## config.mk

```make
export PLATFORM = sky130hd
export DESIGN_NAME = lcd_frame_capture
export DESIGN_NICKNAME = d
export VERILOG_FILES = /design/src/rtl/lcd_frame_capture.sv
export SDC_FILE = /design/constraint.sdc
export NUM_CORES = 1
export LEC_CHECK = 0
export ABC_AREA = 1
export ABC_CLOCK_PERIOD_IN_PS = 2200
export BUFFER_PORTS_ARGS = -buffer_cell sky130_fd_sc_hd__buf_2
export CORE_UTILIZATION = 30
export DETAILED_ROUTE_END_ITERATION = 8
export REMOVE_ABC_BUFFERS = 1
export SYNTH_ARGS = -nofsm -noshare
export SYNTH_HDL_FRONTEND = slang
export SYNTH_SLANG_ARGS = --single-unit
```

## constraint.sdc

```tcl
create_clock -name clk -period 2.2 [get_ports clk]
set_input_delay 0.44 -clock clk [delete_from_list [all_inputs] [get_ports clk]]
set_output_delay 0.44 -clock clk [all_outputs]
set_load 0.02 [all_outputs]
```

## src/rtl/lcd_frame_capture.sv

```systemverilog
// Captures the PPU LCD pixel stream and packs 2bpp pixels four-per-byte into a framebuffer write port.
// Optional double buffering is enabled by defining LCD_CAPTURE_DOUBLEBUF_EN.
module lcd_frame_capture #(
  parameter int WIDTH        = 160,
  parameter int HEIGHT       = 144,
  parameter int LINE_TIMEOUT = 1023
) (
  input  logic        clk,
  input  logic        rst_n,
  input  logic        lcd_hsync,
  input  logic        lcd_vsync,
  input  logic        lcd_pixel,
  input  logic [1:0]  lcd_color,
  output logic [12:0] fb_addr,
  output logic [7:0]  fb_data,
  output logic        fb_we,
  output logic        fb_front,
  output logic        frame_done,
  output logic [7:0]  frame_count,
  output logic        sync_err
);

  localparam int XW  = $clog2(WIDTH + 1);
  localparam int LW  = $clog2(HEIGHT + 2);
  localparam int TW  = $clog2(LINE_TIMEOUT + 1);
  localparam int BPL = WIDTH / 4;
`ifdef LCD_CAPTURE_DOUBLEBUF_EN
  localparam int IW  = 12;
`else
  localparam int IW  = 13;
`endif

  typedef enum logic [1:0] {SEEK, LINE, HBL} state_t;

  state_t          state_q, state_d;
  logic            hsync_q, vsync_q;
  logic [LW-1:0]   line_q, line_d;
  logic [XW-1:0]   x_q, x_d;
  logic [5:0]      acc_q, acc_d;
  logic [TW-1:0]   tout_q, tout_d;
  logic            clean_q, clean_d;
  logic [12:0]     fb_addr_q, fb_addr_d;
  logic [7:0]      fb_data_q, fb_data_d;
  logic            fb_we_q, fb_we_d;
  logic            frame_done_q, frame_done_d;
  logic [7:0]      frame_count_q, frame_count_d;
  logic            sync_err_q, sync_err_d;

  logic            hs_rise, vs_rise, vs_fall;
  logic [IW-1:0]   idx;
  logic [12:0]     wr_addr;

  assign hs_rise = lcd_hsync & ~hsync_q;
  assign vs_rise = lcd_vsync & ~vsync_q;
  assign vs_fall = ~lcd_vsync & vsync_q;
  assign idx     = IW'(line_q) * IW'(BPL) + IW'(x_q >> 2);

`ifdef LCD_CAPTURE_DOUBLEBUF_EN
  logic back_q, back_d, front_q, front_d;

  // Each half of the 8 KiB space holds one frame; the back buffer selects the half.
  assign wr_addr  = {back_q, idx};
  assign fb_front = front_q;

  generate
    if (BPL * HEIGHT > 4096) begin : g_size_chk
      $error("lcd_frame_capture: WIDTH*HEIGHT/4 exceeds 4096 bytes per buffer");
    end
  endgenerate

  always_ff @(posedge clk or negedge rst_n) begin
    if (!rst_n) begin
      back_q  <= 1'b0;
      front_q <= 1'b0;
    end else begin
      back_q  <= back_d;
      front_q <= front_d;
    end
  end
`else
  assign wr_addr  = idx;
  assign fb_front = 1'b0;
`endif

  always_comb begin
    logic frame_end;
    frame_end     = 1'b0;
    state_d       = state_q;
    line_d        = line_q;
    x_d           = x_q;
    acc_d         = acc_q;
    tout_d        = tout_q;
    clean_d       = clean_q;
    fb_addr_d     = fb_addr_q;
    fb_data_d     = fb_data_q;
    fb_we_d       = 1'b0;
    frame_done_d  = 1'b0;
    frame_count_d = frame_count_q;
    sync_err_d    = sync_err_q;
`ifdef LCD_CAPTURE_DOUBLEBUF_EN
    back_d        = back_q;
    front_d       = front_q;
`endif

    case (state_q)
      SEEK: begin
        if (vs_fall) begin
          state_d = LINE;
          line_d  = '0;
          x_d     = '0;
          acc_d   = '0;
          tout_d  = '0;
          clean_d = 1'b1;
        end
      end
      LINE: begin
        tout_d = tout_q + 1'b1;
        if (vs_rise) begin
          // vsync wins over a coincident hsync: the open line is never closed.
          frame_end = 1'b1;
          state_d   = SEEK;
        end else if (hs_rise) begin
          if (x_q != XW'(WIDTH)) begin
            sync_err_d = 1'b1;
            clean_d    = 1'b0;
          end
          state_d = HBL;
          acc_d   = '0;
          if (line_q <= LW'(HEIGHT)) begin
            line_d = line_q + 1'b1;
          end
        end else if (tout_q == TW'(LINE_TIMEOUT - 1)) begin
          sync_err_d = 1'b1;
          clean_d    = 1'b0;
          state_d    = SEEK;
        end else if (lcd_pixel) begin
          if (line_q >= LW'(HEIGHT) || x_q == XW'(WIDTH)) begin
            sync_err_d = 1'b1;
            clean_d    = 1'b0;
          end else begin
            acc_d = {acc_q[3:0], lcd_color};
            x_d   = x_q + 1'b1;
            if (x_q[1:0] == 2'd3) begin
              fb_we_d   = 1'b1;
              fb_data_d = {acc_q, lcd_color};
              fb_addr_d = wr_addr;
            end
          end
        end
      end
      HBL: begin
        if (vs_rise) begin
          frame_end = 1'b1;
          state_d   = SEEK;
        end else if (!lcd_hsync && !lcd_vsync) begin
          state_d = LINE;
          x_d     = '0;
          acc_d   = '0;
          tout_d  = '0;
          if (line_q >= LW'(HEIGHT)) begin
            sync_err_d = 1'b1;
            clean_d    = 1'b0;
          end
        end
      end
      default: state_d = SEEK;
    endcase

    if (frame_end && clean_q && line_q == LW'(HEIGHT)) begin
      frame_done_d  = 1'b1;
      frame_count_d = frame_count_q + 8'd1;
`ifdef LCD_CAPTURE_DOUBLEBUF_EN
      front_d       = back_q;
      back_d        = ~back_q;
`endif
    end
  end

  always_ff @(posedge clk or negedge rst_n) begin
    if (!rst_n) begin
      state_q       <= SEEK;
      hsync_q       <= 1'b0;
      vsync_q       <= 1'b0;
      line_q        <= '0;
      x_q           <= '0;
      acc_q         <= '0;
      tout_q        <= '0;
      clean_q       <= 1'b0;
      fb_addr_q     <= '0;
      fb_data_q     <= '0;
      fb_we_q       <= 1'b0;
      frame_done_q  <= 1'b0;
      frame_count_q <= '0;
      sync_err_q    <= 1'b0;
    end else begin
      state_q       <= state_d;
      hsync_q       <= lcd_hsync;
      vsync_q       <= lcd_vsync;
      line_q        <= line_d;
      x_q           <= x_d;
      acc_q         <= acc_d;
      tout_q        <= tout_d;
      clean_q       <= clean_d;
      fb_addr_q     <= fb_addr_d;
      fb_data_q     <= fb_data_d;
      fb_we_q       <= fb_we_d;
      frame_done_q  <= frame_done_d;
      frame_count_q <= frame_count_d;
      sync_err_q    <= sync_err_d;
    end
  end

  assign fb_addr     = fb_addr_q;
  assign fb_data     = fb_data_q;
  assign fb_we       = fb_we_q;
  assign frame_done  = frame_done_q;
  assign frame_count = frame_count_q;
  assign sync_err    = sync_err_q;

endmodule
```

==> results_tabular.tex, run 1 <==
\begin{tabular}{lr}
\hline
Metric & Value \\
\hline
\multicolumn{2}{l}{\textbf{Status}} \\
Result of the run & finished clean \\
\multicolumn{2}{l}{\textbf{Power}} \\
Combinational cell fraction of total power & 42.9\% \\
Switch Pwr & 2.198 mW \\
Worst IR drop on VDD & 0.5244 mV \\
Sequential group share of total power & 30.5\% \\
Total power after layout & 5.437 mW \\
Power per cell area & 1079 nW/um\^{}2 \\
Cell leakage power & 2.463 nW \\
Switching share of power & 40.42\% \\
Part of the power in the clock network & 26.7\% \\
Internal cell power & 3.239 mW \\
\multicolumn{2}{l}{\textbf{Clock network}} \\
Clock insertion delay at the later pin of the skew report & 330 ps \\
Clock slew at the register clock pins of the worst setup and hold paths & 60 ps \\
Root buf cell & sky130\_fd\_sc\_hd\_\_clkbuf\_16 \\
Hold buffer count at CTS & 0 \\
Clock tree from TritonCTS & done \\
Sinks on the clock net & 69 \\
Clock Tree Buf Depth & 2 \\
Number of H-tree levels & 3 \\
Total clock buffers created by CTS & 9 \\
\multicolumn{2}{l}{\textbf{Timing}} \\
Final critical-path required period & 2123 ps \\
Total Neg Setup Slack & 0 ps \\
Slew Limit Headroom & 66.36\% \\
Setup-failing EPs final & 0 \\
Transition time at the pin with the least slew margin & 499.3 ps \\
Hold violation count in the final report & 0 \\
Post-route clock period utilization & 96.49\% \\
Maximum clock skew at final layout & 6.883 ps \\
RSZ-0062 raised after global routing & true \\
Maximum operating frequency & 0.4711 GHz \\
Max-slew violation count & 0 \\
\multicolumn{2}{l}{\textbf{Floorplan}} \\
Vertical die dimension & 119.6 um \\
Rows & 42 \\
Top-Level Pins & 40 \\
Overall die width & 119.6 um \\
Placeable core area & 13350 um\^{}2 \\
Initial cell density of the core & 31.09\% \\
Floorplan die area & 14310 um\^{}2 \\
\multicolumn{2}{l}{\textbf{Global routing}} \\
Pin count of the biggest net entering global routing & 70 \\
Number of antenna violations at the first check in global routing & 0 \\
Vias in the first global route & 3145 \\
Total global-route track usage & 12.63\% \\
Overflow after GRT & 0 \\
First-pass GRT wire length & 14580 um \\
\multicolumn{2}{l}{\textbf{Logic synthesis}} \\
Netlist Area Pre-Place & 4150 um\^{}2 \\
Share of the yosys chip area belonging to registers & 41.60\% \\
Ranking of synthesized cells by area & sky130\_fd\_sc\_hd\_\_dfrtp\_1, sky130\_fd\_sc\_hd\_\_nand2\_1, sky130\_fd\_sc\_hd\_\_ha\_1 \\
Area share of the largest cell type after synthesis & 41.60\% \\
Synthesized area divided by synthesized cell count & 8.106 um\^{}2 \\
Post-synthesis cell count & 512 \\
Leading register cell type out of synthesis & sky130\_fd\_sc\_hd\_\_dfrtp\_1 \\
Library cell with the largest summed area after synthesis & sky130\_fd\_sc\_hd\_\_dfrtp\_1 \\
Most common cell in the synthesized netlist & sky130\_fd\_sc\_hd\_\_nand2\_1 \\
Synth Register Bits & 69 \\
Number of enable flip-flop cells after synthesis & 0 \\
Warning count from the yosys run & 0 \\
FFs w/ async S/R, synth & 100.0\% \\
Top cells by instance count after synthesis & sky130\_fd\_sc\_hd\_\_nand2\_1, sky130\_fd\_sc\_hd\_\_dfrtp\_1, sky130\_fd\_sc\_hd\_\_inv\_1, sky130\_fd\_sc\_hd\_\_nor2\_1, sky130\_fd\_sc\_hd\_\_ha\_1 \\
Number of distinct library cells after synthesis & 40 \\
\multicolumn{2}{l}{\textbf{Route}} \\
Routed length on met1 & 4055 um \\
Total number of vias & 3413 \\
Final wirelength & 8491 um \\
Max layer used & met4 \\
Routed length per instance & 11.34 um \\
Drt pass-1 iters & 5 \\
Iter 0 DRT Violations & 205 \\
Total length of routed met2 wires & 3967 um \\
Drc violations & 0 \\
Vias/cell & 4.557 \\
Final antenna-violating net count & 0 \\
Detailed-routed wire length on met3 & 371 um \\
\multicolumn{2}{l}{\textbf{Cells and area}} \\
Area growth, synth to finish & 21.40\% \\
Share of the core filled with cells & 37.75\% \\
Number of filler instances in the final layout & 1365 \\
Fraction of layout cells with a size suffix above 1 & 22.16\% \\
Number of nets at the end of the flow & 603 \\
Antenna cell count & 0 \\
\multicolumn{2}{l}{\textbf{Place}} \\
DP Wirelength & 6095 um \\
Port Buffer Count & 38 \\
Final weighted congestion in routability-driven placement & 0.7733 \\
\multicolumn{2}{l}{\textbf{Setup path}} \\
Critical setup path kind & flip-flop to flip-flop \\
Arrival time of the worst setup path & 2340 ps \\
Total buffers and inverters traversed by the critical path & 1 \\
Startpoint type of the worst setup path & flip-flop \\
Cell family with most CP delay & adder cells \\
Most used cell, CP & sky130\_fd\_sc\_hd\_\_nand2\_1 \\
Capturing element type of the critical path & flip-flop \\
Req. time, crit path & 2420 ps \\
Crit-path slowest cell & sky130\_fd\_sc\_hd\_\_fa\_2 \\
Cell-by-cell trace of the critical path & ha\_4 -> ha\_4 -> fa\_2 -> nand2\_1 -> inv\_2 -> nand2\_2 -> nor2\_1 -> nand2\_1 -> nor2\_1 -> nand3\_1 -> nand3\_1 -> nand2\_1 \\
Largest stage delay on the critical path & 530 ps \\
Biggest fanout along the worst timing path & 2 \\
\multicolumn{2}{l}{\textbf{Worst hold path}} \\
Class of the worst hold path & input pin to async pin \\
\multicolumn{2}{l}{\textbf{Flow run}} \\
Max-cap viol count & 0 \\
\hline
\end{tabular}
## layout make-up
type | instances | area [um^2] | area share (%)
clock inverters | 5 | 58.81 | 1.167
flip-flops and latches | 69 | 1729 | 34.32
well taps | 176 | 220.2 | 4.370
clock buffers | 11 | 242.7 | 4.817
inverters | 62 | 235.2 | 4.668
multi-input cells | 370 | 2215 | 43.95
repair buffers | 56 | 337.8 | 6.705
## through the flow
step / std cells / hold slack (ps) / instance area [um^2] / setup WS [ps]
after floorplan: 501 / 144.4 / 4085 / -86.36
after detailed placement: 729 / 458.8 / 4613 / -43.39
after CTS: 746 / 142.0 / 4933 / 11.03
after global placement: 729 / 455.8 / 4613 / 9.408
after global routing: 749 / 159.5 / 5039 / -49.37
final: 749 / 123.1 / 5039 / 77.33
## layout by cell type, fill, tap and decap left out, drive strengths merged, types with 15 or more instances in the layout
cell type and count:
nand3 27, nand2 155, nand4 15, inv 63, nor2 34, xor2 19, ha 26, buf 56
o21ai 46, dfrtp 69
## registers in the layout, indices dropped and copies added, names as in the netlist
signal       flops
fb_addr         13
tout_q          10
fb_data          8
frame_count      8
line_q           8
x_q              8
acc_q            6
state_q          2
clean_q          1
fb_we            1
frame_done       1
hsync_q          1
sync_err         1
vsync_q          1
## worst paths after layout
path | from | to | slack [ps] | depth (start not counted)
max | line_q[3] | fb_addr[12] | 80 | 12
min | rst_n | acc_q[0] | 120 | 2
max reg2reg | line_q[3] | fb_addr[12] | 80 | 12
min reg2reg | fb_data[7] | fb_data[7] | 470 | 2
max in group asynchronous | rst_n | line_q[5] | 1760 | 2
min in group clk | lcd_hsync | hsync_q | 270 | 1
## metal layers
| layer | GRT usage, % | up-vias |
|---|---|---|
| li1 | - | 1771 |
| met1 | 16.59 | 1579 |
| met2 | 20.27 | 55 |
| met3 | 2.519 | 8 |
| met4 | 5.156 | 0 |
| met5 | 0 | - |
## power by group through the flow
stage	sequential [mW]	clock, mW	combinational (mW)
floorplan	1.75	0	1.42
global placement	1.65	0	2.11
detailed placement	1.66	0	2.16
CTS	1.64	1.50	2.21
global route	1.69	1.56	2.61
finish	1.66	1.45	2.33
## worst reg2reg max path: cells and delay by family, from the launching register on
| kind | cells | cell delay (ps) |
|---|---|---|
| fa+ha+maj | 3 | 950 |
| simple gates | 8 | 600 |
| flops | 1 | 410 |
| buf+inv | 1 | 60 |
## repair_timing
| action | CTS | global route |
|---|---|---|
| gates resized for setup | 3 | 16 |
| pin swaps | 2 | 8 |
| buffers inserted | 1 | 3 |
| setup endpoints to repair | 3 | 9 |
| cloned | 0 | 0 |
## cell families after synthesis
group	count (synthesis)	synth area share (%)
and+or+nand+nor	259	28.28
xor gates and xnor gates	23	4.854
AOI/OAI and AO/OA	59	9.196
adders and majority gates	28	8.803
DFF	69	41.60
buffers and inverters	73	7.175
other	1	0.09036
No activity file was read; power rests on OpenSTA's default activity.
==> run 2, diff against run 1 <==
--- a/config.mk
+++ b/config.mk
@@ -6,10 +6,11 @@
 export NUM_CORES = 1
 export LEC_CHECK = 0
 export ABC_AREA = 1
-export ABC_CLOCK_PERIOD_IN_PS = 2200
+export ABC_CLOCK_PERIOD_IN_PS = 2350
 export BUFFER_PORTS_ARGS = -buffer_cell sky130_fd_sc_hd__buf_2
-export CORE_UTILIZATION = 30
+export CORE_UTILIZATION = 58
 export DETAILED_ROUTE_END_ITERATION = 8
+export PLACE_DENSITY = 0.78
 export REMOVE_ABC_BUFFERS = 1
 export SYNTH_ARGS = -nofsm -noshare
 export SYNTH_HDL_FRONTEND = slang
==> constraint.sdc (replaced) <==
create_clock -name clk -period 2.35 [get_ports clk]
set_input_delay 0.47 -clock clk [delete_from_list [all_inputs] [get_ports clk]]
set_output_delay 0.47 -clock clk [all_outputs]
set_load 0.02 [all_outputs]
==> run 2 against run 1 <==
  * Register-to-register slack better by 40 ps
  * Final area decreased by 7.1%
  * Die area decreased by 48%
  * Non-clock buffer count down 8
  * Fmax down 4.7%
==> results_tabular.tex, run 2 (synthesis gave the netlist of run 1 again) <==
\begin{tabular}{lr}
\hline
Metric & Value \\
\hline
\multicolumn{2}{l}{\textbf{Status}} \\
Result of the run & finished clean \\
\multicolumn{2}{l}{\textbf{Setup path}} \\
Biggest fanout along the worst timing path & 3 (+1) \\
Req. time, crit path & 2590 ps (+170 ps) \\
Worst reg2reg endpoint & fb\_addr[12] \\
Critical setup path kind & flip-flop to flip-flop \\
R2r startpoint & line\_q[1] \\
Startpoint type of the worst setup path & flip-flop \\
Cell depth of the worst flop-to-flop path & 12 (unchanged) \\
Capturing element type of the critical path & flip-flop \\
Arrival time of the worst setup path & 2460 ps (+120 ps) \\
Worst R2R Setup Slack & 120 ps (+40 ps) \\
\multicolumn{2}{l}{\textbf{Floorplan}} \\
Floorplan die area & 7498 um\^{}2 (-48\%) \\
Top-Level Pins & 40 (unchanged) \\
Rows & 30 (-29\%) \\
Vertical die dimension & 86.59 um (-28\%) \\
Overall die width & 86.59 um (-28\%) \\
Placeable core area & 6869 um\^{}2 (-49\%) \\
Initial cell density of the core & 60.42\% (+29 points) \\
\multicolumn{2}{l}{\textbf{Place}} \\
DP Wirelength & 5963 um (-2.2\%) \\
Cell area reported after detailed placement & 4483 um\^{}2 (-2.8\%) \\
Port Buffer Count & 38 (unchanged) \\
Final weighted congestion in routability-driven placement & 0.8654 (+12\%) \\
\multicolumn{2}{l}{\textbf{Timing}} \\
Minimum hold slack & 116.6 ps (-6.539 ps) \\
Maximum clock skew at final layout & 11.79 ps (+4.905 ps) \\
Total Neg Setup Slack & 0 ps (unchanged) \\
Maximum operating frequency & 0.4488 GHz (-4.7\%) \\
Slew Limit Headroom & 63.29\% (-3.1 points) \\
RSZ-0062 raised after global routing & false \\
Post-route clock period utilization & 94.82\% (-1.7 points) \\
Setup-failing EPs final & 0 (unchanged) \\
Final critical-path required period & 2228 ps (+105.6 ps) \\
Transition time at the pin with the least slew margin & 549.8 ps (+50.49 ps) \\
Max-slew violation count & 0 (unchanged) \\
Hold violation count in the final report & 0 (unchanged) \\
\multicolumn{2}{l}{\textbf{Route}} \\
Drc violations & 0 (unchanged) \\
Drt pass-1 iters & 4 (-1) \\
Iter 0 DRT Violations & 102 (-50\%) \\
Routed length per instance & 12.49 um (+10\%) \\
Final antenna-violating net count & 0 (unchanged) \\
Final wirelength & 8253 um (-2.8\%) \\
Total number of vias & 3452 (+1.1\%) \\
Vias/cell & 5.222 (+15\%) \\
\multicolumn{2}{l}{\textbf{Cells and area}} \\
Final non-filler cell area & 4683 um\^{}2 (-7.1\%) \\
Fraction of layout cells with a size suffix above 1 & 20.00\% (-2.2 points) \\
Number of nets at the end of the flow & 595 (-1.3\%) \\
Number of flip-flops under the largest register name & 13 (unchanged) \\
Number of filler instances in the final layout & 572 (-58\%) \\
Most common cell after layout, fill and taps aside & sky130\_fd\_sc\_hd\_\_nand2\_1 \\
Antenna cell count & 0 (unchanged) \\
Area growth, synth to finish & 12.84\% \\
Commonest cells after routing, fill and taps aside & sky130\_fd\_sc\_hd\_\_nand2\_1, sky130\_fd\_sc\_hd\_\_dfrtp\_1, sky130\_fd\_sc\_hd\_\_inv\_1 \\
\multicolumn{2}{l}{\textbf{Power}} \\
Sequential group share of total power & 34.8\% (+4.3 points) \\
Part of the power in the clock network & 20.1\% (-6.6 points) \\
Worst IR drop on VDD & 0.6448 mV (+23\%) \\
Switch Pwr & 1.972 mW (-10\%) \\
Internal cell power & 2.481 mW (-23\%) \\
Total power after layout & 4.452 mW (-18\%) \\
Cell leakage power & 2.367 nW (-3.9\%) \\
Power per cell area & 950.7 nW/um\^{}2 (-12\%) \\
Switching share of power & 44.28\% (+3.9 points) \\
Combinational cell fraction of total power & 45.1\% (+2.2 points) \\
\multicolumn{2}{l}{\textbf{Global routing}} \\
Number of antenna violations at the first check in global routing & 0 (unchanged) \\
Vias in the first global route & 3206 (+1.9\%) \\
First-pass GRT wire length & 14000 um (-4.0\%) \\
Total global-route track usage & 24.13\% (+11 points) \\
Pin count of the biggest net entering global routing & 70 (unchanged) \\
Overflow after GRT & 0 (unchanged) \\
\multicolumn{2}{l}{\textbf{Clock network}} \\
Clock Tree Buf Depth & 2 (unchanged) \\
Clock tree from TritonCTS & done \\
Total clock buffers created by CTS & 9 (unchanged) \\
Number of buffers added for setup after CTS & 0 (-1) \\
Clock slew at the register clock pins of the worst setup and hold paths & 80 ps (+20 ps) \\
Hold buffer count at CTS & 0 (unchanged) \\
Number of H-tree levels & 3 (unchanged) \\
Clock insertion delay at the later pin of the skew report & 350 ps (+20 ps) \\
Root buf cell & sky130\_fd\_sc\_hd\_\_clkbuf\_8 \\
Sinks on the clock net & 69 (unchanged) \\
\multicolumn{2}{l}{\textbf{Flow run}} \\
Max-cap viol count & 0 (unchanged) \\
\multicolumn{2}{l}{\textbf{Worst hold path}} \\
Class of the worst hold path & input pin to async pin \\
\hline
\end{tabular}
run 2: worst max path at each step:
stage,start,slack (ps),end
after floorplan,state_q[1],60,fb_addr[0]
after global placement,line_q[1],170,fb_addr[11]
after detailed placement,line_q[1],120,fb_addr[11]
after CTS,line_q[1],90,fb_addr[11]
after global routing,line_q[3],20,fb_addr[12]
final,line_q[1],120,fb_addr[12]
run 2: repair_timing:
action                                  4_1_cts  5_1_grt
endpoints found under the setup margin        0       20
endpoints found under the hold margin         0        0
gates resized for setup                       0        7
run 2: final cells by class:
cell class	instances	area (um^2)	area share, %
clock buffers	10	137.6	2.939
inverters	62	232.7	4.969
repair buffers	48	277.8	5.931
well taps	96	120.1	2.565
flip-flops and latches	69	1728	36.90
multi-input cells	370	2141	45.71
clock inverters	6	46.29	0.9885
run 2: critical path: stages, from the launching register on:
cell                      delay, ps
sky130_fd_sc_hd__dfrtp_1        390
sky130_fd_sc_hd__ha_1           300
sky130_fd_sc_hd__ha_2           210
sky130_fd_sc_hd__fa_2           550
sky130_fd_sc_hd__nand2_1         60
sky130_fd_sc_hd__inv_1           60
sky130_fd_sc_hd__nand2_1         60
sky130_fd_sc_hd__nor2_1         100
sky130_fd_sc_hd__nand2_1         70
sky130_fd_sc_hd__nor2_1         100
sky130_fd_sc_hd__nand3_1         80
sky130_fd_sc_hd__nand3_1         90
sky130_fd_sc_hd__nand2_1         50
run 2: power groups by stage:
| stage | Sequential (mW) | Clock (mW) | Combinational, mW |
|---|---|---|---|
| floorplan | 1.64 | 0 | 1.33 |
| global placement | 1.56 | 0 | 1.92 |
| detailed placement | 1.57 | 0 | 1.97 |
| CTS | 1.55 | 0.915 | 1.99 |
| global route | 1.58 | 0.956 | 2.28 |
| finish | 1.55 | 0.893 | 2.01 |
run 2: layer usage:
layer / vias up / global-route usage (%) / share of wire (%)
met5: - / 0 / 0
met4: 0 / 11.36 / 2.2
met3: 18 / 4.095 / 4.1
met2: 65 / 40.76 / 48
met1: 1618 / 30.25 / 45
li1: 1751 / - / -
run 2: stage by stage:
step / std cells / worst slack, ps / utilization, %
2_1_floorplan: 501 / 63.64 / -
3_3_place_gp: 645 / 169.1 / 65.26
3_5_place_dp: 645 / 124.5 / 65.26
4_1_cts: 661 / 94.25 / 67.94
5_1_grt: 661 / 18.19 / 68.18
6_report: 661 / 121.8 / 68.18
==> run 3, diff against run 2 <==
--- a/config.mk
+++ b/config.mk
@@ -5,12 +5,11 @@
 export SDC_FILE = /design/constraint.sdc
 export NUM_CORES = 1
 export LEC_CHECK = 0
-export ABC_AREA = 1
 export ABC_CLOCK_PERIOD_IN_PS = 2350
 export BUFFER_PORTS_ARGS = -buffer_cell sky130_fd_sc_hd__buf_2
 export CORE_UTILIZATION = 58
 export DETAILED_ROUTE_END_ITERATION = 8
-export PLACE_DENSITY = 0.78
+export PLACE_DENSITY = 0.79
 export REMOVE_ABC_BUFFERS = 1
 export SYNTH_ARGS = -nofsm -noshare
 export SYNTH_HDL_FRONTEND = slang
==> run 3 against run 2 <==
  * Die area is 4.5% lower
  * Synthesized cell count is 25% lower
  * Flip-flop and latch count stayed put
  * Critical path depth is 3 lower
  * Final area is 11% higher
  * Largest power group unchanged
  * Utilization is 12 points higher
  * The run now ends with negative setup slack left
  * Global-route usage is 6.6 points higher
  * Non-clock buffer count is 55 higher
  * Clock power is 28% higher
==> results_tabular.tex, run 3 <==
\begin{tabular}{lr}
\hline
Metric & Value \\
\hline
\multicolumn{2}{l}{\textbf{Place}} \\
Final weighted congestion in routability-driven placement & 0.9167 (+5.9\%) \\
Placed cell count & 544 (-16\%) \\
DP Wirelength & 6518 um (+9.3\%) \\
Port Buffer Count & 38 (unchanged) \\
Post-placement worst setup slack & -391.9 ps (-516.4 ps) \\
\multicolumn{2}{l}{\textbf{Route}} \\
Drc violations & 0 (unchanged) \\
Final antenna-violating net count & 0 (unchanged) \\
Vias/cell & 6.320 (+21\%) \\
Routed length per instance & 19.44 um (+56\%) \\
Iter 0 DRT Violations & 302 (+200\%) \\
Final wirelength & 11040 um (+34\%) \\
Total number of vias & 3590 (+4.0\%) \\
Drt pass-1 iters & 7 (+3) \\
\multicolumn{2}{l}{\textbf{Timing}} \\
Maximum clock skew at final layout & 7.418 ps (-4.370 ps) \\
Transition time at the pin with the least slew margin & 594.5 ps (+44.66 ps) \\
Total Neg Setup Slack & -611.6 ps (-611.6 ps) \\
RSZ-0062 raised after global routing & true \\
Max-slew violation count & 0 (unchanged) \\
Slew Limit Headroom & 60.29\% (-3.0 points) \\
Setup-failing EPs final & 5 (+5) \\
Post-route setup slack & -331.2 ps (-453.0 ps) \\
Hold violation count in the final report & 0 (unchanged) \\
Post-route clock period utilization & 114.1\% (+19 points) \\
Maximum operating frequency & 0.3730 GHz (-17\%) \\
Final critical-path required period & 2681 ps (+453.0 ps) \\
Minimum hold slack & 129.5 ps (+12.93 ps) \\
\multicolumn{2}{l}{\textbf{Logic synthesis}} \\
Post-synthesis cell count & 383 (-25\%) \\
Number of enable flip-flop cells after synthesis & 0 (unchanged) \\
Synth Register Bits & 69 (unchanged) \\
Leading register cell type out of synthesis & sky130\_fd\_sc\_hd\_\_dfrtp\_1 \\
Top cells by instance count after synthesis & sky130\_fd\_sc\_hd\_\_dfrtp\_1, sky130\_fd\_sc\_hd\_\_nand2\_1, sky130\_fd\_sc\_hd\_\_ha\_1, sky130\_fd\_sc\_hd\_\_nor2\_1, sky130\_fd\_sc\_hd\_\_o21ai\_0 \\
Area share of the largest cell type after synthesis & 43.62\% (+2.0 points) \\
Share of the yosys chip area belonging to registers & 43.62\% (+2.0 points) \\
Number of distinct library cells after synthesis & 66 (+65\%) \\
Ranking of synthesized cells by area & sky130\_fd\_sc\_hd\_\_dfrtp\_1, sky130\_fd\_sc\_hd\_\_ha\_1, sky130\_fd\_sc\_hd\_\_mux2\_2 \\
Netlist Area Pre-Place & 3959 um\^{}2 (-4.6\%) \\
Warning count from the yosys run & 0 (unchanged) \\
Synthesized area divided by synthesized cell count & 10.34 um\^{}2 (+28\%) \\
Library cell with the largest summed area after synthesis & sky130\_fd\_sc\_hd\_\_dfrtp\_1 \\
FFs w/ async S/R, synth & 100.0\% (unchanged) \\
Most common cell in the synthesized netlist & sky130\_fd\_sc\_hd\_\_dfrtp\_1 \\
\multicolumn{2}{l}{\textbf{Status}} \\
Violations in the final reports & negative setup slack \\
Result of the run & complete, but fails checks \\
\multicolumn{2}{l}{\textbf{Power}} \\
Cell leakage power & 2.501 nW (+5.6\%) \\
Power per cell area & 1453 nW/um\^{}2 (+53\%) \\
Worst IR drop on VDD & 1.425 mV (+120\%) \\
Total power after layout & 7.559 mW (+70\%) \\
\multicolumn{2}{l}{\textbf{Floorplan}} \\
Rows & 29 (-3.3\%) \\
Vertical die dimension & 84.62 um (-2.3\%) \\
Placeable core area & 6459 um\^{}2 (-6.0\%) \\
Floorplan die area & 7160 um\^{}2 (-4.5\%) \\
Initial cell density of the core & 61.29\% (+0.88 points) \\
Top-Level Pins & 40 (unchanged) \\
Overall die width & 84.62 um (-2.3\%) \\
\multicolumn{2}{l}{\textbf{Global routing}} \\
First-pass GRT wire length & 17130 um (+22\%) \\
Overflow after GRT & 0 (unchanged) \\
Vias in the first global route & 3647 (+14\%) \\
GR peak layer & met2 \\
GR Layer Usage met2 & 53.66\% (+13 points) \\
Number of antenna violations at the first check in global routing & 0 (unchanged) \\
Pin count of the biggest net entering global routing & 70 (unchanged) \\
Met3 global-route usage & 6.883\% (+2.8 points) \\
Total global-route track usage & 30.70\% (+6.6 points) \\
Met1 Usage GRT & 34.76\% (+4.5 points) \\
\multicolumn{2}{l}{\textbf{Clock network}} \\
Number of H-tree levels & 3 (unchanged) \\
Root buf cell & sky130\_fd\_sc\_hd\_\_clkbuf\_8 \\
Total clock buffers created by CTS & 9 (unchanged) \\
Clock insertion delay at the later pin of the skew report & 350 ps (about the same) \\
Hold buffer count at CTS & 0 (unchanged) \\
Clock Tree Buf Depth & 2 (unchanged) \\
Clock tree from TritonCTS & done \\
Sinks on the clock net & 69 (unchanged) \\
Clock slew at the register clock pins of the worst setup and hold paths & 90 ps (about the same) \\
\multicolumn{2}{l}{\textbf{Cells and area}} \\
Antenna cell count & 0 (unchanged) \\
Number of filler instances in the final layout & 359 (-37\%) \\
Commonest cells after routing, fill and taps aside & sky130\_fd\_sc\_hd\_\_dfrtp\_1, sky130\_fd\_sc\_hd\_\_buf\_4, sky130\_fd\_sc\_hd\_\_buf\_2 \\
Number of nets at the end of the flow & 521 (-12\%) \\
Most common cell after layout, fill and taps aside & sky130\_fd\_sc\_hd\_\_dfrtp\_1 \\
Number of flip-flops under the largest register name & 13 (unchanged) \\
Number of standard cells in the layout, taps in and fillers out & 568 (-14\%) \\
Fraction of layout cells with a size suffix above 1 & 37.27\% (+17 points) \\
Area growth, synth to finish & 31.38\% \\
\multicolumn{2}{l}{\textbf{Setup path}} \\
Capturing element type of the critical path & flip-flop \\
Critical setup path kind & flip-flop to flip-flop \\
Arrival time of the worst setup path & 2970 ps (+510 ps) \\
Biggest fanout along the worst timing path & 7 (+4) \\
Req. time, crit path & 2640 ps (+50 ps) \\
Startpoint type of the worst setup path & flip-flop \\
\multicolumn{2}{l}{\textbf{Flow run}} \\
Max-cap viol count & 0 (unchanged) \\
\multicolumn{2}{l}{\textbf{Worst hold path}} \\
Class of the worst hold path & input pin to async pin \\
\hline
\end{tabular}
run 3: layout make-up:
| type | instances | area [um^2] | area share, % |
|---|---|---|---|
| Timing Repair Buffer | 103 | 713.2 | 13.71 |
| Inverter | 17 | 63.81 | 1.227 |
| Clock buffer | 9 | 123.9 | 2.382 |
| Multi-Input combinational cell | 286 | 2371 | 45.59 |
| Sequential cell | 69 | 1728 | 33.22 |
| Clock inverter | 7 | 105.1 | 2.021 |
| Tap cell | 77 | 96.34 | 1.852 |
run 3: worst max-delay path, cell delays in order, from the launching register on:
cell and delay [ps]:
sky130_fd_sc_hd__dfrtp_1 430, sky130_fd_sc_hd__buf_4 190, sky130_fd_sc_hd__ha_4 250, sky130_fd_sc_hd__ha_4 300
sky130_fd_sc_hd__a211oi_2 80, sky130_fd_sc_hd__buf_4 140, sky130_fd_sc_hd__o21ba_2 230, sky130_fd_sc_hd__or3_4 390
sky130_fd_sc_hd__or4b_4 500, sky130_fd_sc_hd__nand3_1 110
run 3: worst paths after layout:
check | startpoint | end | slack (ps) | cells past startpoint
setup reg to reg | line_q[3] | fb_addr[11] | -330 | 9
setup / recovery | line_q[3] | fb_addr[11] | -330 | 9
max in group asynchronous | rst_n | state_q[1] | 1920 | 2
hold / removal | rst_n | tout_q[2] | 130 | 2
hold reg to reg | frame_count[7] | frame_count[7] | 470 | 1
min in group clk | lcd_hsync | hsync_q | 280 | 1
run 3: metal layers:
layer | routed length (um) | share of wire, %
met1 | 4301 | 39
met2 | 5827 | 53
met3 | 573 | 5.2
met4 | 339 | 3.1
met5 | 0 | 0
run 3: stage by stage:
stage | cell area, um^2 | util [%]
final | 5201 | 80.53
after global routing | 5201 | 80.53
after CTS | 4996 | 77.35
after detailed placement | 4627 | 71.64
after global placement | 4627 | 71.64
after floorplan | 3900 | -
run 3: kinds of logic (layout without fill, tap and decap cells):
group                      Yosys count  in the layout  synth area share (%)
muxes                               23             23                 6.416
xor gates and xnor gates            18             18                 3.982
buffers and inverters               28            136                 3.097
DFF                                 69             69                 43.62
other                                1              1               0.09473
AOI/OAI and AO/OA                   81             81                 14.67
and+or+nand+nor                    135            135                 18.90
adders and majority gates           28             28                 9.229
run 3: where the power goes:
group	internal, mW	switching (mW)	total [mW]
logic	2.29	2.50	4.79
clock network	0.616	0.521	1.14
registers	1.43	0.197	1.63
total	4.34	3.22	7.56
run 3: what timing repair did:
item / 4_1_cts / 5_1_grt
setup endpoints to repair: 8 / 26
pin swaps: 14 / 19
resized for setup: 17 / 37
buffers inserted: 5 / 6
